<file path="config.mk">
export PLATFORM = sky130hd
export DESIGN_NAME = gcd_op_loader_flat
export DESIGN_NICKNAME = d
export VERILOG_FILES = /design/src/rtl/gcd_op_loader_pkg.sv /design/src/rtl/gcd_op_loader_if.sv /design/src/rtl/gcd_pair_fifo.sv /design/src/rtl/gcd_op_loader.sv /design/src/flat_wrapper.sv
export SDC_FILE = /design/constraint.sdc
export NUM_CORES = 1
export LEC_CHECK = 0
export ABC_AREA = 1
export CAP_MARGIN = 10
export CELL_PAD_IN_SITES_DETAIL_PLACEMENT = 0
export CELL_PAD_IN_SITES_GLOBAL_PLACEMENT = 1
export CORE_ASPECT_RATIO = 1.2
export CORE_MARGIN = 4
export CORE_UTILIZATION = 35
export DETAILED_ROUTE_END_ITERATION = 8
export HOLD_SLACK_MARGIN = 0.15
export PLACE_DENSITY_LB_ADDON = 0.1
export SETUP_SLACK_MARGIN = 0.2
export SLEW_MARGIN = 10
export SYNTH_ARGS = -nofsm -noshare
export SYNTH_HDL_FRONTEND = slang
export SYNTH_SLANG_ARGS = --single-unit
</file>
<file path="constraint.sdc">
create_clock -name clk -period 7.2 [get_ports clk]
set_input_delay 2.16 -clock clk [delete_from_list [all_inputs] [get_ports clk]]
set_output_delay 2.16 -clock clk [all_outputs]
set_load 0.005 [all_outputs]
</file>
<file path="src/rtl/gcd_op_loader_pkg.sv">
// Shared types for the GCD operand loader: operand pair payload and input phase.
package gcd_pkg;

  localparam int unsigned WL_DEFAULT = 8;

  typedef struct packed {
    logic [WL_DEFAULT-1:0] a;
    logic [WL_DEFAULT-1:0] b;
  } op_pair_t;

  typedef enum logic {
    WAIT_A,
    WAIT_B
  } phase_e;

endpackage

</file>
<file path="src/rtl/gcd_op_loader_if.sv">
// Byte input and operand-pair output handshakes of the GCD operand loader.
interface gcd_op_loader_if
  import gcd_pkg::*;
#(
  parameter int unsigned WL    = WL_DEFAULT,
  parameter int unsigned DEPTH = 4
);
  localparam int unsigned CW = $clog2(DEPTH) + 1;

  logic [WL-1:0] in_data;
  logic          in_val;
  logic          in_rdy;
  logic [WL-1:0] op_a;
  logic [WL-1:0] op_b;
  logic          ops_val;
  logic          ops_rdy;
  logic [CW-1:0] count;

  modport master (
    output in_data, in_val, ops_rdy,
    input  in_rdy, op_a, op_b, ops_val, count
  );

  modport slave (
    input  in_data, in_val, ops_rdy,
    output in_rdy, op_a, op_b, ops_val, count
  );

endinterface

</file>
<file path="src/rtl/gcd_pair_fifo.sv">
// Synchronous FIFO of operand pairs; storage is reset so the head is never X.
module gcd_pair_fifo
  import gcd_pkg::*;
#(
  parameter int unsigned DEPTH = 4
) (
  input  logic                     clk,
  input  logic                     rst,
  input  logic                     push_i,
  input  op_pair_t                 pair_i,
  input  logic                     pop_i,
  output op_pair_t                 head_o,
  output logic                     full_o,
  output logic                     empty_o,
  output logic [$clog2(DEPTH):0]   count_o
);
  localparam int unsigned PW = $clog2(DEPTH);
  localparam int unsigned CW = PW + 1;

  op_pair_t      mem_q [DEPTH];
  logic [PW-1:0] wr_ptr_q, wr_ptr_d;
  logic [PW-1:0] rd_ptr_q, rd_ptr_d;
  logic [CW-1:0] count_q, count_d;
  logic          do_push, do_pop;

  assign full_o  = (count_q == CW'(DEPTH));
  assign empty_o = (count_q == '0);
  assign do_push = push_i && !full_o;
  assign do_pop  = pop_i && !empty_o;
  assign head_o  = mem_q[rd_ptr_q];
  assign count_o = count_q;

  // Pointers wrap naturally because DEPTH is a power of two.
  always_comb begin
    wr_ptr_d = wr_ptr_q;
    rd_ptr_d = rd_ptr_q;
    count_d  = count_q;
    if (do_push) wr_ptr_d = wr_ptr_q + PW'(1);
    if (do_pop)  rd_ptr_d = rd_ptr_q + PW'(1);
    case ({do_push, do_pop})
      2'b10:   count_d = count_q + CW'(1);
      2'b01:   count_d = count_q - CW'(1);
      default: count_d = count_q;
    endcase
  end

  always_ff @(posedge clk or posedge rst) begin
    if (rst) begin
      for (int i = 0; i < int'(DEPTH); i++) mem_q[i] <= '0;
      wr_ptr_q <= '0;
      rd_ptr_q <= '0;
      count_q  <= '0;
    end else begin
      if (do_push) mem_q[wr_ptr_q] <= pair_i;
      wr_ptr_q <= wr_ptr_d;
      rd_ptr_q <= rd_ptr_d;
      count_q  <= count_d;
    end
  end

endmodule

</file>
<file path="src/rtl/gcd_op_loader.sv">
// Pairs consecutive input bytes as (A, B) and buffers them for the GCD core.
// Optional GCD_OP_LOADER_SWAP_EN: store each pair ordered so that op_a >= op_b.
module gcd_op_loader
  import gcd_pkg::*;
#(
  parameter int unsigned WL    = WL_DEFAULT,
  parameter int unsigned DEPTH = 4
) (
  input  logic            clk,
  input  logic            rst,
  gcd_op_loader_if.slave  bus
);
  localparam int unsigned CW = $clog2(DEPTH) + 1;

  phase_e        phase_q, phase_d;
  logic [WL-1:0] a_hold_q, a_hold_d;
  logic          push, full, empty, in_rdy, in_xfer;
  op_pair_t      pair, head;
  logic [CW-1:0] count;

  // B only waits for a free slot; no path from ops_rdy so a full FIFO stalls B a cycle.
  assign in_rdy  = (phase_q == WAIT_A) || !full;
  assign in_xfer = bus.in_val && in_rdy;

  always_comb begin
    phase_d  = phase_q;
    a_hold_d = a_hold_q;
    push     = 1'b0;
    pair.a   = WL_DEFAULT'(a_hold_q);
    pair.b   = WL_DEFAULT'(bus.in_data);
`ifdef GCD_OP_LOADER_SWAP_EN
    if (bus.in_data > a_hold_q) begin
      pair.a = WL_DEFAULT'(bus.in_data);
      pair.b = WL_DEFAULT'(a_hold_q);
    end
`endif
    case (phase_q)
      WAIT_A: begin
        if (in_xfer) begin
          a_hold_d = bus.in_data;
          phase_d  = WAIT_B;
        end
      end
      WAIT_B: begin
        if (in_xfer) begin
          push    = 1'b1;
          phase_d = WAIT_A;
        end
      end
      default: phase_d = WAIT_A;
    endcase
  end

  always_ff @(posedge clk or posedge rst) begin
    if (rst) begin
      phase_q  <= WAIT_A;
      a_hold_q <= '0;
    end else begin
      phase_q  <= phase_d;
      a_hold_q <= a_hold_d;
    end
  end

  gcd_pair_fifo #(
    .DEPTH (DEPTH)
  ) u_fifo (
    .clk     (clk),
    .rst     (rst),
    .push_i  (push),
    .pair_i  (pair),
    .pop_i   (bus.ops_rdy),
    .head_o  (head),
    .full_o  (full),
    .empty_o (empty),
    .count_o (count)
  );

  assign bus.in_rdy  = in_rdy;
  assign bus.ops_val = !empty;
  assign bus.op_a    = WL'(head.a);
  assign bus.op_b    = WL'(head.b);
  assign bus.count   = count;

endmodule

</file>
<file path="src/flat_wrapper.sv">
// flat-port wrapper written by rule: the top's interface ports become plain ports
module gcd_op_loader_flat import gcd_pkg::*;
#(
  parameter int unsigned WL    = WL_DEFAULT,
  parameter int unsigned DEPTH = 4
)
  (clk, rst, bus_in_data, bus_in_val, bus_ops_rdy, bus_in_rdy, bus_op_a, bus_op_b, bus_ops_val, bus_count);
  gcd_op_loader_if #(.WL(WL), .DEPTH(DEPTH)) bus_i ();
  input  logic clk;
  input  logic rst;
  input wire logic [$bits(bus_i.in_data)-1:0] bus_in_data;
  input wire logic [$bits(bus_i.in_val)-1:0] bus_in_val;
  input wire logic [$bits(bus_i.ops_rdy)-1:0] bus_ops_rdy;
  output wire logic [$bits(bus_i.in_rdy)-1:0] bus_in_rdy;
  output wire logic [$bits(bus_i.op_a)-1:0] bus_op_a;
  output wire logic [$bits(bus_i.op_b)-1:0] bus_op_b;
  output wire logic [$bits(bus_i.ops_val)-1:0] bus_ops_val;
  output wire logic [$bits(bus_i.count)-1:0] bus_count;
  assign bus_i.in_data = bus_in_data;
  assign bus_i.in_val = bus_in_val;
  assign bus_i.ops_rdy = bus_ops_rdy;
  assign bus_in_rdy = bus_i.in_rdy;
  assign bus_op_a = bus_i.op_a;
  assign bus_op_b = bus_i.op_b;
  assign bus_ops_val = bus_i.ops_val;
  assign bus_count = bus_i.count;
  gcd_op_loader #(.WL(WL), .DEPTH(DEPTH)) u_core (.clk(clk), .rst(rst), .bus(bus_i));
endmodule
</file>
After elaboration in Yosys (flattened, before gate mapping)
Cells that the tools add are included.
{"block": "classes", "add_sub_neg": 4, "mul": 0, "div": 0, "n_lt_le_gt_ge": 3, "eq_ne": 3, "shift": 0, "muxes": 11, "bitwise_logic": 3, "n_reduce_logical": 10}
{"op": "bitwise mux 64 bit", "n": 1}
{"op": "2-to-1 mux 16 bit", "n": 3}
{"op": "binary-select mux 16 bit (select 2 bit)", "n": 1}
{"op": "demux 16 bit (select 2 bit)", "n": 1}
{"op": ">= comparator 3 bit, second input constant", "n": 2}
{"op": "NOT 2 -> 3 bit", "n": 2}
{"op": "case mux 3 bit (2 select lines)", "n": 1}
{"op": "adder 2 x 1 -> 2 bit, second input constant", "n": 2}
{"op": "logical AND 1 bit", "n": 4}
{"op": "adder 3 x 1 -> 3 bit, second input constant", "n": 1}
{"op": "equality test 3 bit, second input constant", "n": 1}
{"op": "zero test 3 bit", "n": 1}
{"op": "< comparator 3 x 1 -> 1 bit, second input constant", "n": 1}
{"op": "2-to-1 mux 1 bit", "n": 3}
{"op": "subtractor 3 x 1 -> 3 bit, second input constant", "n": 1}
{"op": "equality test 2 x 1 -> 1 bit, second input constant", "n": 1}
{"op": "equality test 2 bit, second input constant", "n": 1}
{"op": "zero test 1 bit", "n": 2}
{"op": "case mux 1 bit (2 select lines)", "n": 1}
{"op": "AND reduction 2 bit", "n": 1}
{"op": "nonzero test 2 bit", "n": 1}
{"op": "logical OR 1 bit", "n": 1}
{"op": "NOT 1 bit", "n": 1}
{"block": "totals", "regBits": 80, "latch_bits": 0, "mem_bits_rw": 0, "rom_bits": 0, "in_bits": 12, "output_inout_bits": 21, "wordCells": 47, "mem_count": 0}

Depth between registers and ports, before layout
{"block": "depth", "word_depth": 9, "ltp_mapped": 16, "depth_no_buf": 14}

Hierarchy
Synthesis repeated with hierarchy kept, for this count alone.
{"block": "unflattened", "hier_cells": 490, "area_unflattened_um2": 3978.8}
{"module": "gcd_pair_fifo", "n_inst": 1, "cells_each": 449, "area_per_inst_um2": 3595.9, "seq_area_each_um2": 1776.7}
{"module": "gcd_op_loader", "n_inst": 1, "cells_each": 41, "area_per_inst_um2": 382.9, "seq_area_each_um2": 225.2}

Least setup slack after synthesis
Ideal clock, no wire load.
{"block": "synth_timing", "kind": "in2reg", "start": "in bus_in_val", "end": "reg u_core.u_fifo.count_q[2], in the netlist u_core.u_fifo.count_o[2]", "setup_ns": 0.117, "arrival_ns": 3.675, "required_ns": 7.083, "setup_slack_ns": 3.408, "stages": 13, "path_buffers": 2, "cell_sequence": "nand2_1 -> inv_1 -> ha_1 -> buf_4 -> buf_4 -> nand2_1 -> ha_1 -> inv_1 -> fa_1 -> nand2_1 -> nand3_1 -> nand2_1 -> nand2_1"}
{"block": "synth_via", "elab_chain_cells": 6, "elab_cells_between_ends": 8, "cone_classes": "2 x eq/ne; 3 x mux; 3 x reduce/logical"}
{"element": "start, declared", "line_no": "flat_wrapper.sv:12", "source": "input wire logic [$bits(bus_i.in_val)-1:0] bus_in_val;"}
{"element": "logical AND 1 bit (*)", "line_no": "gcd_op_loader.sv:23", "source": "assign in_xfer = bus.in_val && in_rdy;"}
{"element": "2-to-1 mux 1 bit (*)", "line_no": "gcd_op_loader.sv:45", "source": "if (in_xfer) begin"}
{"element": "2-to-1 mux 1 bit (*)", "line_no": "gcd_op_loader.sv:37", "source": "case (phase_q)"}
{"element": "logical AND 1 bit (*)", "line_no": "gcd_pair_fifo.sv:28", "source": "assign do_push = push_i && !full_o;"}
{"element": "equality test 2 x 1 -> 1 bit / equality test 2 bit (equally long branches)", "line_no": "gcd_pair_fifo.sv:40", "source": "case ({do_push, do_pop})"}
{"element": "case mux 3 bit (2 select lines) / nonzero test 2 bit (equally long branches)"}
{"element": "end signal, assigned", "line_no": "gcd_pair_fifo.sv:57", "source": "count_q <= count_d;"}
{"element": "end, declared", "line_no": "gcd_pair_fifo.sv:23", "source": "logic [CW-1:0] count_q, count_d;"}
Every way passes the cells marked *; elsewhere a longest branch is shown, timed or not.
A chain may end at the register's enable or synchronous reset.

Worst setup path in the final report
{"block": "layout_timing", "start": "reg u_core.u_fifo.rd_ptr_q[0]", "end": "out bus_op_a[2]"}
{"block": "layout_via", "elab_chain_cells": 4}
{"element": "start, declared", "line_no": "gcd_pair_fifo.sv:22", "source": "logic [PW-1:0] rd_ptr_q, rd_ptr_d;"}
{"element": "start signal, assigned", "line_no": "gcd_pair_fifo.sv:56", "source": "rd_ptr_q <= rd_ptr_d;"}
{"element": "NOT 2 -> 3 bit (implied by the code)", "line_no": "gcd_pair_fifo.sv:30", "source": "assign head_o = mem_q[rd_ptr_q];"}
{"element": "binary-select mux 16 bit (select 2 bit)", "line_no": "gcd_pair_fifo.sv:30"}
{"element": "2-to-1 mux 16 bit (implied by the code) (2 in a row)", "line_no": "gcd_pair_fifo.sv:30"}
{"element": "end, declared", "line_no": "flat_wrapper.sv:15", "source": "output wire logic [$bits(bus_i.op_a)-1:0] bus_op_a;"}
No other way between the ends. The select of a mux whose other input is x is not followed.

==> results by group <==
Outcome
  – Status: finished clean

Yosys
  – Post-synthesis compound-gate area fraction: 0.0615
  – Largest family of logic cells by synthesized area: simple AND/OR/NAND/NOR gates
  – Seq/Total Area, Yosys: 0.502
  – Simple-Gate Fraction of Synth Area: 0.317
  – Syn Std Cell Area: approximately 4000 µm²
  – Synth Area in Adders: 0.0270
  – Mapped Cells: 472
  – Syn Nets: between 400 and 500
  – Mean post-synth cell area: roughly 8.5 µm²
  – Flops & latches, synth: 80
  – Top_reg_cell synth: dfrtp_1
  – Ys async rst share: 1.00
  – EDFF count, synth: 0
  – Post-synthesis mux area share: 0.0226
  – Post-Synth XOR/XNOR Area: 0.00220
  – Netlist cell types: 23
  – Synth warn: 0

Timing
  – Final Cycle Share: 0.638
  – RSZ-0062 raised after global routing: false
  – Number of hold violations in the final report: 0
  – Worst slew pin tran: 0.917 ns
  – Layout Skew: 0.00967 ns
  – Slew headroom: 0.388
  – Crit path time final: 4.59 ns
  – Final-report max-slew violation count: 0
  – Setup TNS: 0 ns
  – Fmax: 218 MHz
  – Final setup fails: 0

Global route
  – Global route total overflow: 0
  – Initial antenna violation count: 0
  – Gr usage total: 0.176
  – First-pass GRT wire length: 18.2 mm
  – Vias in the first global route: 3379
  – Largest net degree at the start of global routing: 72

Clocking
  – Clk_lat worst skew: between 0.3 and 0.4 ns
  – Clock tree buffer depth: 2
  – Clock-pin slew on the worst setup and hold paths: 0.06 ns
  – Sink Count: 80
  – Number of H-tree levels: 3
  – CTS tree: yes
  – Post-CTS setup buffer count: 0
  – Post_cts resized: 0
  – Hold Buf Count CTS: 0
  – Root Buffer: clkbuf_16
  – Inserted Clock Buffers: 9

Die
  – Die width: roughly 110 µm
  – # rows: 42
  – Core area: 11100 µm²
  – Die height: 125 µm
  – Initial Util: 0.360
  – Die ar.: 13200 µm²
  – I/O pin cnt: 33

Drt
  – Met3 WL: between 400 and 500 µm
  – DRC Markers: 0
  – Met2 wire len: 5.20 mm
  – Starting DRT DRC Count: about 190
  – Final wirelength: 10.9 mm
  – Vias: 3312
  – Pre-antenna DRT Iters: 4
  – Routed WL per cell: 17.1 µm
  – Routed Antenna Nets: 0
  – Vias/cell: 5.18
  – Uppermost layer routed: met4
  – WL met1: 5.10 mm

Worst setup path
  – Crit path kind: register to output pin
  – CP endpoint kind: output pin
  – Crit start category: register
  – Arr. time, crit path: 2.43 ns
  – R2R Setup Slk: 4.61 ns
  – CP required: 5.04 ns
  – Crit Path Max Fanout: 35

Final layout
  – Layout Nets: approximately 500
  – Area growth syn-to-layout: 15.3%
  – Number of inserted diodes: 0
  – Fill count: 1139
  – Layout cells sized above 1: 0.0720
  – Fin util: 0.415

Placed design
  – Port Buf Inserts: 32
  – Gpl congestion: 0.685
  – Dpl hpwl: ~6.2 mm

Worst hold path
  – Worst min-delay path class: register to register

Power
  – P per Cell Area: 483 nW/µm²
  – Leakage power total: 0.00220 µW
  – Worst vdd ir: approximately 0.29 mV

Flow run
  – Max_cap viols: 0
[through the flow]
stage | area (µm²) | std cells | hold WS, ns | power [µW] | setup slack [ns]
after floorplan | 3990 | 472 | 0.437 | 1430 | 2.99
after global placement | 4320 | 624 | 0.447 | 1800 | 2.64
after detailed placement | 4320 | 624 | 0.453 | 1810 | 2.61
after CTS | 4600 | 640 | 0.468 | 2250 | 2.56
after global routing | 4600 | 640 | 0.484 | 2420 | 2.36
final | 4600 | 640 | 0.462 | 2220 | 2.61
[area by class of cell]
cell class | count | area [µm²] | area share
well taps | 154 | 193 | 0.0419
clock buffers | 12 | 246 | 0.0536
clock inverters | 4 | 30.0 | 0.00653
inverters | 15 | 57.6 | 0.0125
flip-flops and latches | 80 | 2000 | 0.435
repair buffers | 36 | 350 | 0.0762
multi-input cells | 339 | 1720 | 0.374
[kinds of logic (layout without fill, tap and decap cells)]
kind of cell    after synthesis  in the layout
compound gates               49             49
xor+xnor                      1              1
fa+ha+maj                     8              8
buf+inv                      53             67
flops                        80             80
mux                           8              8
simple gates                273            273
[cell usage after synthesis, types with 3 or more instances]
library cell / n / area, µm²
nand2_1: 148 / 556
dfrtp_1: 80 / 2000
nand4_1: 65 / 407
nor2_1: 48 / 180
o21ai_0: 40 / 200
buf_2: 17 / 85.1
inv_1: 14 / 52.6
o21ai_1: 9 / 45.0
mux2_2: 8 / 90.1
ha_1: 7 / 87.6
buf_1: 6 / 22.5
clkbuf_1: 6 / 22.5
nand3_1: 6 / 30.0
buf_4: 4 / 30.0
nand3_4: 4 / 70.1
buf_6: 3 / 33.8
[power breakdown]
group / switching, µW / internal [µW]
clock: 186 / 243
combinational: 591 / 404
sequential: 139 / 658
[layout by cell type, fill, tap and decap left out]
cell and count:
nand2_4 1, o21ai_1 9, nand3_4 4, inv_2 1
xnor2_1 1, ha_2 1, o21ai_0 40, nor2_4 1
dfrtp_1 80, fa_1 1, nand4_1 65, clkbuf_16 9
ha_1 6, nor2_1 48, inv_1 13, buf_4 4
clkbuf_8 1, clkinv_2 1, clkbuf_1 2, clkinvlp_4 4
nand3_1 6, clkdlybuf4s50_1 32, nand2_1 148, mux2_2 8
[sequential cells by signal, indices dropped and copies added, names as in the netlist]
| name | count |
|---|---|
| u_core.u_fifo.wr_ptr_q | 2 |
| u_core.a_hold_q | 8 |
| u_core.u_fifo.rd_ptr_q | 2 |
| u_core.phase_q | 1 |
| u_core.u_fifo.count_o | 3 |
| u_core.u_fifo.mem_q | 64 |
[routing by layer]
layer  track usage  vias to the layer above
li1              -                     1606
met1         0.240                     1617
met2         0.277                       75
met3        0.0237                       14
met4        0.0795                        0
met5             0                        -
[path summary, 6_finish.rpt]
check,depth (start not counted),start,end
min,2,u_core.u_fifo.mem_q[33],u_core.u_fifo.mem_q[33]
max in group asynchronous,3,rst,u_core.u_fifo.mem_q[3]
min in group asynchronous,2,rst,u_core.u_fifo.mem_q[37]
max,5,u_core.u_fifo.rd_ptr_q[0],bus_op_a[2]
max reg2reg,9,u_core.u_fifo.count_o[0],u_core.u_fifo.mem_q[47]
min reg2reg,2,u_core.u_fifo.mem_q[33],u_core.u_fifo.mem_q[33]
[worst max-delay path, cell delays in order, from the launching register on]
cell and delay (ns):
dfrtp_1 0.36, buf_4 0.27, inv_2 0.52, o21ai_0 0.15
o21ai_0 0.24, clkdlybuf4s50_1 0.55
Note: power is estimated with default switching activity, not from simulation.
